File: src/rtl/ptw_filter_pkg.sv
// Shared types and sizing for the PTW request filter and its age matrix.
package ptw_filter_pkg;
  localparam int VPN_W   = 27;
  localparam int SRC_W   = 2;
  localparam int SRC_NUM = 1 << SRC_W;
  localparam int ENTRIES = 4;

  typedef enum logic [1:0] {
    ST_IDLE   = 2'd0,
    ST_WAIT   = 2'd1,
    ST_ISSUED = 2'd2
  } entry_state_e;

  function automatic logic [SRC_NUM-1:0] src_onehot(input logic [SRC_W-1:0] src);
    src_onehot = SRC_NUM'(1) << src;
  endfunction
endpackage

File: src/rtl/ptw_filter_age.sv
// Age matrix over the pending slots: reports the oldest candidate by allocation order.
module ptw_filter_age
  import ptw_filter_pkg::*;
#(
  parameter int N = ENTRIES
) (
  input  logic         clock,
  input  logic         reset,
  input  logic [N-1:0] alloc,
  input  logic [N-1:0] cand,
  output logic [N-1:0] oldest
);

  // age[i][j] set means slot i was allocated before slot j
  logic [N-1:0][N-1:0] age;

  always_ff @(posedge clock or posedge reset) begin
    if (reset) begin
      age <= '0;
    end else begin
      for (int i = 0; i < N; i++) begin
        if (alloc[i]) age[i] <= '0;
        else          age[i] <= age[i] | alloc;
      end
    end
  end

  always_comb begin
    oldest = '0;
    for (int i = 0; i < N; i++) begin
      oldest[i] = cand[i];
      for (int j = 0; j < N; j++) begin
        if (j != i && cand[j] && !age[i][j]) oldest[i] = 1'b0;
      end
    end
  end

endmodule

File: src/rtl/ptw_req_filter.sv
// Buffers arbitrated translation requests, merges same-vpn requesters into one walk,
// keeps at most one walk in flight and broadcasts completion with a waiter mask.
module ptw_req_filter
  import ptw_filter_pkg::*;
(
  input  logic               clock,
  input  logic               reset,
  input  logic               io_flush,
  input  logic               io_in_valid,
  output logic               io_in_ready,
  input  logic [VPN_W-1:0]   io_in_bits_vpn,
  input  logic [SRC_W-1:0]   io_in_bits_source,
  output logic               io_ptw_req_valid,
  input  logic               io_ptw_req_ready,
  output logic [VPN_W-1:0]   io_ptw_req_bits_vpn,
  input  logic               io_ptw_resp_valid,
  output logic               io_resp_valid,
  output logic [VPN_W-1:0]   io_resp_bits_vpn,
  output logic [SRC_NUM-1:0] io_resp_bits_srcmask
);

  entry_state_e       state_q [ENTRIES];
  entry_state_e       state_d [ENTRIES];
  logic [VPN_W-1:0]   vpn_q   [ENTRIES];
  logic [VPN_W-1:0]   vpn_d   [ENTRIES];
  logic [SRC_NUM-1:0] mask_q  [ENTRIES];
  logic [SRC_NUM-1:0] mask_d  [ENTRIES];
  logic               drop_q, drop_d;

  logic               resp_vld_p1;
  logic [VPN_W-1:0]   resp_vpn_p1;
  logic [SRC_NUM-1:0] resp_mask_p1;

  logic [ENTRIES-1:0] idle_vec, wait_vec, issued_vec, match_vec, free_vec, alloc_vec, oldest;
  logic [SRC_NUM-1:0] src_bit, done_mask;
  logic [VPN_W-1:0]   req_vpn, done_vpn;
  logic               match, accept, outstanding, req_fire, resp_hit;

  always_comb begin
    idle_vec   = '0;
    wait_vec   = '0;
    issued_vec = '0;
    match_vec  = '0;
    for (int i = 0; i < ENTRIES; i++) begin
      idle_vec[i]   = (state_q[i] == ST_IDLE);
      wait_vec[i]   = (state_q[i] == ST_WAIT);
      issued_vec[i] = (state_q[i] == ST_ISSUED);
      match_vec[i]  = (state_q[i] != ST_IDLE) && (vpn_q[i] == io_in_bits_vpn);
    end
  end

  // lowest set bit of the idle vector
  assign free_vec    = idle_vec & (-idle_vec);
  assign match       = |match_vec;
  assign src_bit     = src_onehot(io_in_bits_source);
  assign io_in_ready = !io_flush && (match || (|idle_vec));
  assign accept      = io_in_valid && io_in_ready;
  assign alloc_vec   = (accept && !match) ? free_vec : '0;

  assign outstanding      = (|issued_vec) || drop_q;
  assign io_ptw_req_valid = !outstanding && (|wait_vec) && !io_flush;
  assign req_fire         = io_ptw_req_valid && io_ptw_req_ready;
  assign resp_hit         = io_ptw_resp_valid && !drop_q && (|issued_vec);

  ptw_filter_age #(.N(ENTRIES)) u_age (
    .clock  (clock),
    .reset  (reset),
    .alloc  (alloc_vec),
    .cand   (wait_vec),
    .oldest (oldest)
  );

  // a same-cycle merge into the completing walk joins its broadcast
  always_comb begin
    req_vpn   = '0;
    done_vpn  = '0;
    done_mask = '0;
    for (int i = 0; i < ENTRIES; i++) begin
      if (oldest[i]) req_vpn |= vpn_q[i];
      if (issued_vec[i]) begin
        done_vpn  |= vpn_q[i];
        done_mask |= mask_q[i] | ((accept && match_vec[i]) ? src_bit : '0);
      end
    end
  end

  assign io_ptw_req_bits_vpn = req_vpn;

  always_comb begin
    for (int i = 0; i < ENTRIES; i++) begin
      state_d[i] = state_q[i];
      vpn_d[i]   = vpn_q[i];
      mask_d[i]  = mask_q[i];
      if (io_flush) begin
        state_d[i] = ST_IDLE;
      end else begin
        if (resp_hit && issued_vec[i]) state_d[i] = ST_IDLE;
        if (req_fire && oldest[i])     state_d[i] = ST_ISSUED;
        if (alloc_vec[i]) begin
          state_d[i] = ST_WAIT;
          vpn_d[i]   = io_in_bits_vpn;
          mask_d[i]  = src_bit;
        end else if (accept && match_vec[i]) begin
          mask_d[i] = mask_q[i] | src_bit;
        end
      end
    end
    // a response landing with the flush retires the dropped walk at once
    if (io_flush)                            drop_d = ((|issued_vec) || drop_q) && !io_ptw_resp_valid;
    else if (io_ptw_resp_valid && drop_q)    drop_d = 1'b0;
    else                                     drop_d = drop_q;
  end

  always_ff @(posedge clock or posedge reset) begin
    if (reset) begin
      for (int i = 0; i < ENTRIES; i++) begin
        state_q[i] <= ST_IDLE;
        mask_q[i]  <= '0;
      end
      drop_q       <= 1'b0;
      resp_vld_p1  <= 1'b0;
      resp_vpn_p1  <= '0;
      resp_mask_p1 <= '0;
    end else begin
      state_q     <= state_d;
      mask_q      <= mask_d;
      drop_q      <= drop_d;
      resp_vld_p1 <= resp_hit && !io_flush;
      if (resp_hit && !io_flush) begin
        resp_vpn_p1  <= done_vpn;
        resp_mask_p1 <= done_mask;
      end
    end
  end

  always_ff @(posedge clock) begin
    vpn_q <= vpn_d;
  end

  assign io_resp_valid        = resp_vld_p1;
  assign io_resp_bits_vpn     = resp_vpn_p1;
  assign io_resp_bits_srcmask = resp_mask_p1;

endmodule

File: config.mk
export PLATFORM = sky130hd
export DESIGN_NAME = ptw_req_filter
export DESIGN_NICKNAME = d
export VERILOG_FILES = /design/src/rtl/ptw_filter_pkg.sv /design/src/rtl/ptw_filter_age.sv /design/src/rtl/ptw_req_filter.sv
export SDC_FILE = /design/constraint.sdc
export NUM_CORES = 1
export LEC_CHECK = 0
export CAP_MARGIN = 20
export CORE_ASPECT_RATIO = 0.6
export CORE_MARGIN = 2
export CORE_UTILIZATION = 51
export DETAILED_ROUTE_END_ITERATION = 8
export GPL_ROUTABILITY_DRIVEN = 0
export PLACE_DENSITY_LB_ADDON = 0.08
export SLEW_MARGIN = 20
export SYNTH_ARGS = -nofsm -noshare
export SYNTH_HDL_FRONTEND = slang
export SYNTH_SLANG_ARGS = --single-unit
File: constraint.sdc
create_clock -name clock -period 2.8 [get_ports clock]
set_clock_uncertainty 0.05 [all_clocks]
set_input_delay 0.56 -clock clock [delete_from_list [all_inputs] [get_ports clock]]
set_output_delay 0.56 -clock clock [all_outputs]
set_load 0.01 [all_outputs]
==> flow_summary.yaml, run 1 <==
finish:
  syn2layout_area_growth_pct: 48.3
  final.fill_count: 976
  ff_latch_area_mm2: 0.00497
  n_antenna_cell: 0
  drive_above_1_share: 0.381
  multiInputGateArea_mm2: 0.00381
  non_filler_cell_area_final_mm2: 0.0124
  finish.net_count: 1027
placement:
  port_buffers: 95
  placement.cell_area_mm2: 0.0110
  hpwlAfterDp_mm: 19.2
sta:
  final-max-slew-violation-count: 0
  grt_setup_unrepaired: "true"
  final_hold_vio_count: 0
  finalCritPeriodShare: 1.15
  fmaxAchievable_mhz: 311
  timing.max_slew.rel_slack: 0.538
  layout_min_cycle_time_ns: 3.21
  worst_slack_ns: -0.412
  setup-violations-final: 19
  hold-worst-slack_ns: 0.387
  tightestPinTransition_ns: 0.687
critical_path:
  setup.worst_path.class: "in -> out"
  ff2ff_path_depth: 8
  crit_path_end_kind: "output port"
  crit_slowest_cell: "clkdlybuf4s50_1"
  worstReg2RegEnd: "mask_q[7]"
  regToRegSetupSlack_ns: 0.03
  crit_fanout: 7
  worst_r2r_startpoint: "vpn_q[31]"
  critPathMaxStageDelay_ns: 0.49
  start_kind: "input pin"
  cp.arrival_ns: 2.60
  crit_chain: "clkdlybuf4s50_1 -> buf_4 -> xnor2_1 -> buf_4 -> nand4_1 -> nor3_1 -> nand4_1 -> and2_4 -> a41oi_2 -> buf_2"
  cp_data_required_time_ns: 2.19
cts:
  ctsHoldBuffers: 0
  cts_made_buffers: 17
  clock-root-buffer: "clkbuf_16"
  cts-root-to-sink-buffers: 2
  clk-insertion-delay-late_ns: 0.44
  clkSlewWorstSetupHoldPaths_ns: 0.07
  clock-sinks: 177
  ctsHtreeMaxLevel: 4
  cts_tree: "yes"
power:
  p_int_mw: 5.39
  power_frac_seq: 0.439
  p_sw_frac: 0.293
  p_per_area_mw_per_mm2: 612
  total_leakage_power_nw: 4.90
  power.clock.fraction: 0.314
  p_comb_frac: 0.246
  design_power_total_mw: 7.62
  worst_vdd_ir_uv: 427
  power.switching_mw: 2.23
worst_hold_path:
  hold_path.startpoint: "io_in_bits_vpn[11]"
  sink_of_the_worst_hold_path: "vpn_q[38]"
  min_path_type: "in -> reg"
  min_path_cells: 1
logic_synthesis:
  synth.area.mux_share: 0.00238
  synth_compound_gate_area_share: 0.174
  synth_top_flop_cell: "edfxtp_1"
  synthesis.instances: 700
  synthSimpleGateAreaFrac: 0.0970
  combinational_family_with_the_most_area_after_synthesis: "compound AO/OA/AOI/OAI gates"
  yosys.area.top_type: "edfxtp_1"
  synth_xor_xnor_area_share: 0.113
  asyncSetResetFlopFracSynth: 0.390
  synth.net_count: 735
  edff_count_synth: 108
  postSynthRegisterBits: 177
  seq_area_frac_synth: 0.592
  yosys_warnings: 0
  area_contributors_post_synth: "edfxtp_1, dfrtp_1, a22oi_1, xnor2_1, xor2_1"
  post-synth-top-area-fraction: 0.386
  yosys.area_share.adder: 0
  syn_area_per_cell_um2: 12.0
  yosys_cell_types: 43
  netlist_area_mm2: 0.00840
route:
  top_signal_layer_used: "met4"
  wl_met1_mm: 13.2
  post_drt_wl_per_cell_um: 26.7
  route.vias.total: 7745
  routed_via_density: 6.38
  wire_length_on_met3_mm: 4.53
  drtIter0Drc: 991
  wl_mm: 32.4
  drt-pass1-iter-count: 6
  drc: 0
  ant_nets: 0
  dr_wl_met2_mm: 13.6
flow_run:
  max_cap_viol_count: 0
global_routing:
  global_route.usage.total: 0.355
  grt_max_degree: 33
  antenna_found_initial: 0
  grt_first_pass_wirelength_mm: 44.5
  first_global_vias: 7419
  globalRouteOverflowTotal: 0
floorplan:
  ios: 96
  die_area_mm2: 0.0175
  die-width_um: 170
  floorplan.die.height_um: 103
  core_area_mm2: 0.0162
  rows: 36
  initial_utilization: 0.519
status:
  violations_in_the_final_reports: "setup timing"
  run_status: "finished, violations left"
flip-flops by register name (all words and copies together), names as in the netlist:
| signal | count |
|---|---|
| io_resp_valid | 1 |
| drop_q | 1 |
| io_resp_bits_vpn | 27 |
| io_resp_bits_srcmask | 4 |
| mask_q | 16 |
| u_age.age | 12 |
| vpn_q | 108 |
| state_q | 8 |
cell usage after synthesis, drive strengths merged (9+ instances only):
master / n
a21oi: 12
a22oi: 116
inv: 12
xor2: 47
xnor2: 61
dfrtp: 69
o21a: 9
a31oi: 28
o21ai: 11
nor4: 15
nand2: 39
clkbuf: 36
edfxtp: 108
nand4: 19
nor2: 46
how the worst max path moves through the flow:
stage	startpoint	endpoint	slack [ns]	depth (start not counted)
floorplan	io_in_bits_vpn[4]	vpn_q[54]	-0.16	7
global placement	io_in_bits_vpn[3]	io_in_ready	-1.09	8
detailed placement	io_in_bits_vpn[3]	io_in_ready	-1.15	8
CTS	vpn_q[46]	io_in_ready	-0.44	7
global route	io_in_bits_vpn[14]	io_in_ready	-0.47	10
finish	io_in_bits_vpn[14]	io_in_ready	-0.41	10
power by group through the flow:
stage                     registers, mW  clock network, mW  logic [mW]
after global placement             3.36                  0        1.70
final                              3.35               2.40        1.88
after floorplan                    3.43                  0       0.589
after global routing               3.38               2.51        1.99
after detailed placement           3.38                  0        1.71
after CTS                          3.34               2.40        1.75
cells in the final DEF, fill, tap and decap left out, types with 4 or more instances in the layout:
cell               n
a21oi_1           12
a22o_1             8
a22oi_1           80
a22oi_2           36
a31oi_1           28
buf_12            13
buf_2             21
buf_4            178
buf_6             20
clkbuf_16         21
clkbuf_2           4
clkdlybuf4s50_1   43
dfrtp_1           69
dlygate4sd2_1     15
dlymetal6s2s_1     5
edfxtp_1         108
inv_1              7
inv_6              7
nand2_1           33
nand2_2            4
nand2b_4           4
nand3_1            6
nand4_1           19
nor2_1            39
nor2_4             4
nor2b_2            4
nor3_4             5
nor4_1             8
nor4_2             7
o21a_1             9
o21ai_0           10
o22ai_4            4
o2bb2ai_1          5
or4_4              5
xnor2_1           52
xnor2_2            9
xor2_1            45
worst max-delay path: cells and delay by family:
kind	cells	cell delay, ns
AOI/OAI and AO/OA	1	0.11
buffers and inverters	4	0.96
xor gates and xnor gates	1	0.13
and+or+nand+nor	4	0.81
metal layers:
layer / vias to the layer above / GRT usage
li1: 3270 / -
met1: 3753 / 0.497
met2: 633 / 0.513
met3: 89 / 0.122
met4: 0 / 0.135
met5: - / 0.0190
cell type report:
class	instances	share of cell area
Clock buffer	17	0.0342
Clock inverter	15	0.0126
Inverter	12	0.00563
Multi-Input combinational cell	475	0.306
Sequential cell	177	0.399
Tap cell	209	0.0210
Timing Repair Buffer	307	0.220
Timing Repair inverter	2	0.00141
per-stage QoR:
step | setup TNS, ns | worst slack [ns] | instances | utilization
6_report | -1.90 | -0.412 | 1214 | 0.770
5_1_grt | -3.52 | -0.472 | 1214 | 0.770
3_5_place_dp | -83.22 | -1.15 | 1145 | 0.678
2_1_floorplan | -4.20 | -0.156 | 700 | -
4_1_cts | -0.524 | -0.442 | 1191 | 0.738
3_3_place_gp | -72.74 | -1.09 | 1145 | 0.678
timing repair:
action | CTS | global route
cloned | 4 | 7
resized for setup | 198 | 91
buffers inserted | 10 | 18
pin swaps | 31 | 32
endpoints found under the setup margin | 172 | 156
kinds of logic after synthesis:
family                 Yosys count
AO/OA/AOI/OAI                  204
flip-flops                     177
AND/OR/NAND/NOR                161
XOR/XNOR                       108
buffers and inverters           48
multiplexers                     2
No activity file was read; power rests on OpenSTA's default activity.
==> run 2, diff against run 1 <==
Settings changed: CORE_UTILIZATION 51 to 54.
Clock period 2.8 ns to 4 ns, I/O delays scaled along.
==> flow_summary.yaml, run 2 (synthesis gave the netlist of run 1 again) <==
critical_path:
  ff2ff_path_depth: 10
  crit_path_end_kind: "output port"
  worst_r2r_startpoint: "vpn_q[66]"
  regToRegSetupSlack_ns: 1.02
  critical_path.startpoint: "io_in_bits_vpn[8]"
  crit_fanout: 2
  cp.arrival_ns: 3.07
  worstReg2RegEnd: "vpn_q[25]"
  setup.worst_path.class: "in -> out"
  start_kind: "input pin"
  cp_data_required_time_ns: 3.15
finish:
  layout.core_utilization: 0.701
  n_antenna_cell: 0
  layout_commonest_cell: "a22oi_1"
  syn2layout_area_growth_pct: 27.6
  final.fill_count: 1084
  final-instance-count-excl-fill: 1069
  top_reg_by_flops: "vpn_q"
  largest_reg_flops: 108
  finish.net_count: 888
  non_filler_cell_area_final_mm2: 0.0107
  drive_above_1_share: 0.157
  final_cell_mix: "a22oi_1, edfxtp_1, clkdlybuf4s50_1, buf_4, dfrtp_1"
placement:
  placement.cell_area_mm2: 0.0101
  place_ws_ns: -0.549
  dp_cells: 1037
  port_buffers: 95
  hpwlAfterDp_mm: 18.0
sta:
  fin_setup_tns_ns: 0
  layout_min_cycle_time_ns: 3.92
  final_hold_vio_count: 0
  grt_setup_unrepaired: "false"
  final-max-slew-violation-count: 0
  setup-violations-final: 0
  worst_slack_ns: 0.0766
  finalCritPeriodShare: 0.981
  hold-worst-slack_ns: 0.455
  tightestPinTransition_ns: 0.725
  timing.max_slew.rel_slack: 0.513
  fmaxAchievable_mhz: 255
power:
  total_leakage_power_nw: 3.92
  p_per_area_mw_per_mm2: 474
  design_power_total_mw: 5.08
  worst_vdd_ir_uv: 270
worst_hold_path:
  min_path_type: "reg -> reg"
  hold_path.startpoint: "u_age.age[2]"
  min_path_cells: 1
  sink_of_the_worst_hold_path: "u_age.age[2]"
route:
  post_drt_wl_per_cell_um: 25.1
  route.vias.total: 6954
  drc: 0
  drt-pass1-iter-count: 6
  drtIter0Drc: 1128
  routed_via_density: 6.51
  ant_nets: 0
  wl_mm: 26.8
floorplan:
  die-width_um: 165
  rows: 35
  core_area_mm2: 0.0153
  floorplan.die.height_um: 101
  initial_utilization: 0.549
  die_area_mm2: 0.0166
  ios: 96
flow_run:
  max_cap_viol_count: 0
global_routing:
  globalRouteOverflowTotal: 0
  antenna_found_initial: 0
  grt_max_degree: 33
  grt_first_pass_wirelength_mm: 40.6
  first_global_vias: 6841
  gr_layer_usage_met1: 0.508
  global_route.usage.total: 0.336
  grt_use_met3: 0.114
  grt_busiest_layer: "met1"
  groute.layer.met2.usage: 0.469
cts:
  ctsHoldBuffers: 0
  cts-root-to-sink-buffers: 2
  cts_setup_buffers: 0
  clock-sinks: 177
  cts_tree: "yes"
  clock-root-buffer: "clkbuf_16"
  cts_made_buffers: 17
  ctsHtreeMaxLevel: 4
  clkSlewWorstSetupHoldPaths_ns: 0.07
  clk-insertion-delay-late_ns: 0.43
status:
  run_status: "finished clean"
==> run 2: cell types whose count changed in the layout (fill, tap and decap cells not counted), sizes merged <==
| cell | before | now |
|---|---|---|
| clkdlybuf4s50 | 43 | 92 |
| clkdlybuf4s15 | 1 | 0 |
| buf | 235 | 76 |
| bufinv | 2 | 0 |
| inv | 17 | 18 |
| clkbuf | 25 | 18 |
| dlygate4sd2 | 15 | 1 |
| dlymetal6s2s | 5 | 1 |
| clkinvlp | 3 | 1 |
==> run 2: area by class of cell <==
| cell class | instances | area, um2 | share of cell area |
|---|---|---|---|
| clock buffers | 18 | 429 | 0.0401 |
| well taps | 203 | 254 | 0.0237 |
| inverters | 12 | 50.0 | 0.00467 |
| flip-flops and latches | 177 | 4970 | 0.464 |
| multi-input cells | 475 | 3320 | 0.310 |
| clock inverters | 14 | 125 | 0.0117 |
| repair buffers | 170 | 1560 | 0.146 |
==> run 2: how the worst max path moves through the flow <==
| stage | to | slack (ns) |
|---|---|---|
| 2_1_floorplan | io_in_ready | 0.73 |
| 3_3_place_gp | io_in_ready | -0.53 |
| 3_5_place_dp | io_in_ready | -0.55 |
| 4_1_cts | io_in_ready | 0.02 |
| 5_1_grt | io_in_ready | 0.004 |
| 6_report | io_in_ready | 0.08 |
==> run 2: metal layers <==
metal / wire length (um) / share of wire / vias up
met5: 0 / 0 / -
met4: 392 / 0.015 / 0
met3: 3910 / 0.15 / 50
met2: 11300 / 0.42 / 495
met1: 11200 / 0.42 / 3418
li1: - / - / 2991
==> run 2: what timing repair did <==
| action | in CTS | in global routing |
|---|---|---|
| gates resized for setup | 8 | 6 |
| gates cloned | 0 | 0 |
| setup endpoints to repair | 1 | 1 |
| pin swaps | 1 | 1 |
==> run 2: where the power goes <==
part	switching (mW)	internal (mW)	total [mW]	leakage [nW]
registers	0.166	2.18	2.34	1.88
clock network	0.764	0.818	1.58	0.270
logic	0.548	0.603	1.15	1.77
total	1.48	3.60	5.08	3.92
==> run 2: worst max-delay path: stages <==
cell and delay [ns]:
clkdlybuf4s50_1 0.43, xor2_1 0.19, nor4_2 0.42, buf_4 0.18, nand4_1 0.11, or4_4 0.44, and2_4 0.16, a41oi_2 0.17
buf_2 0.16
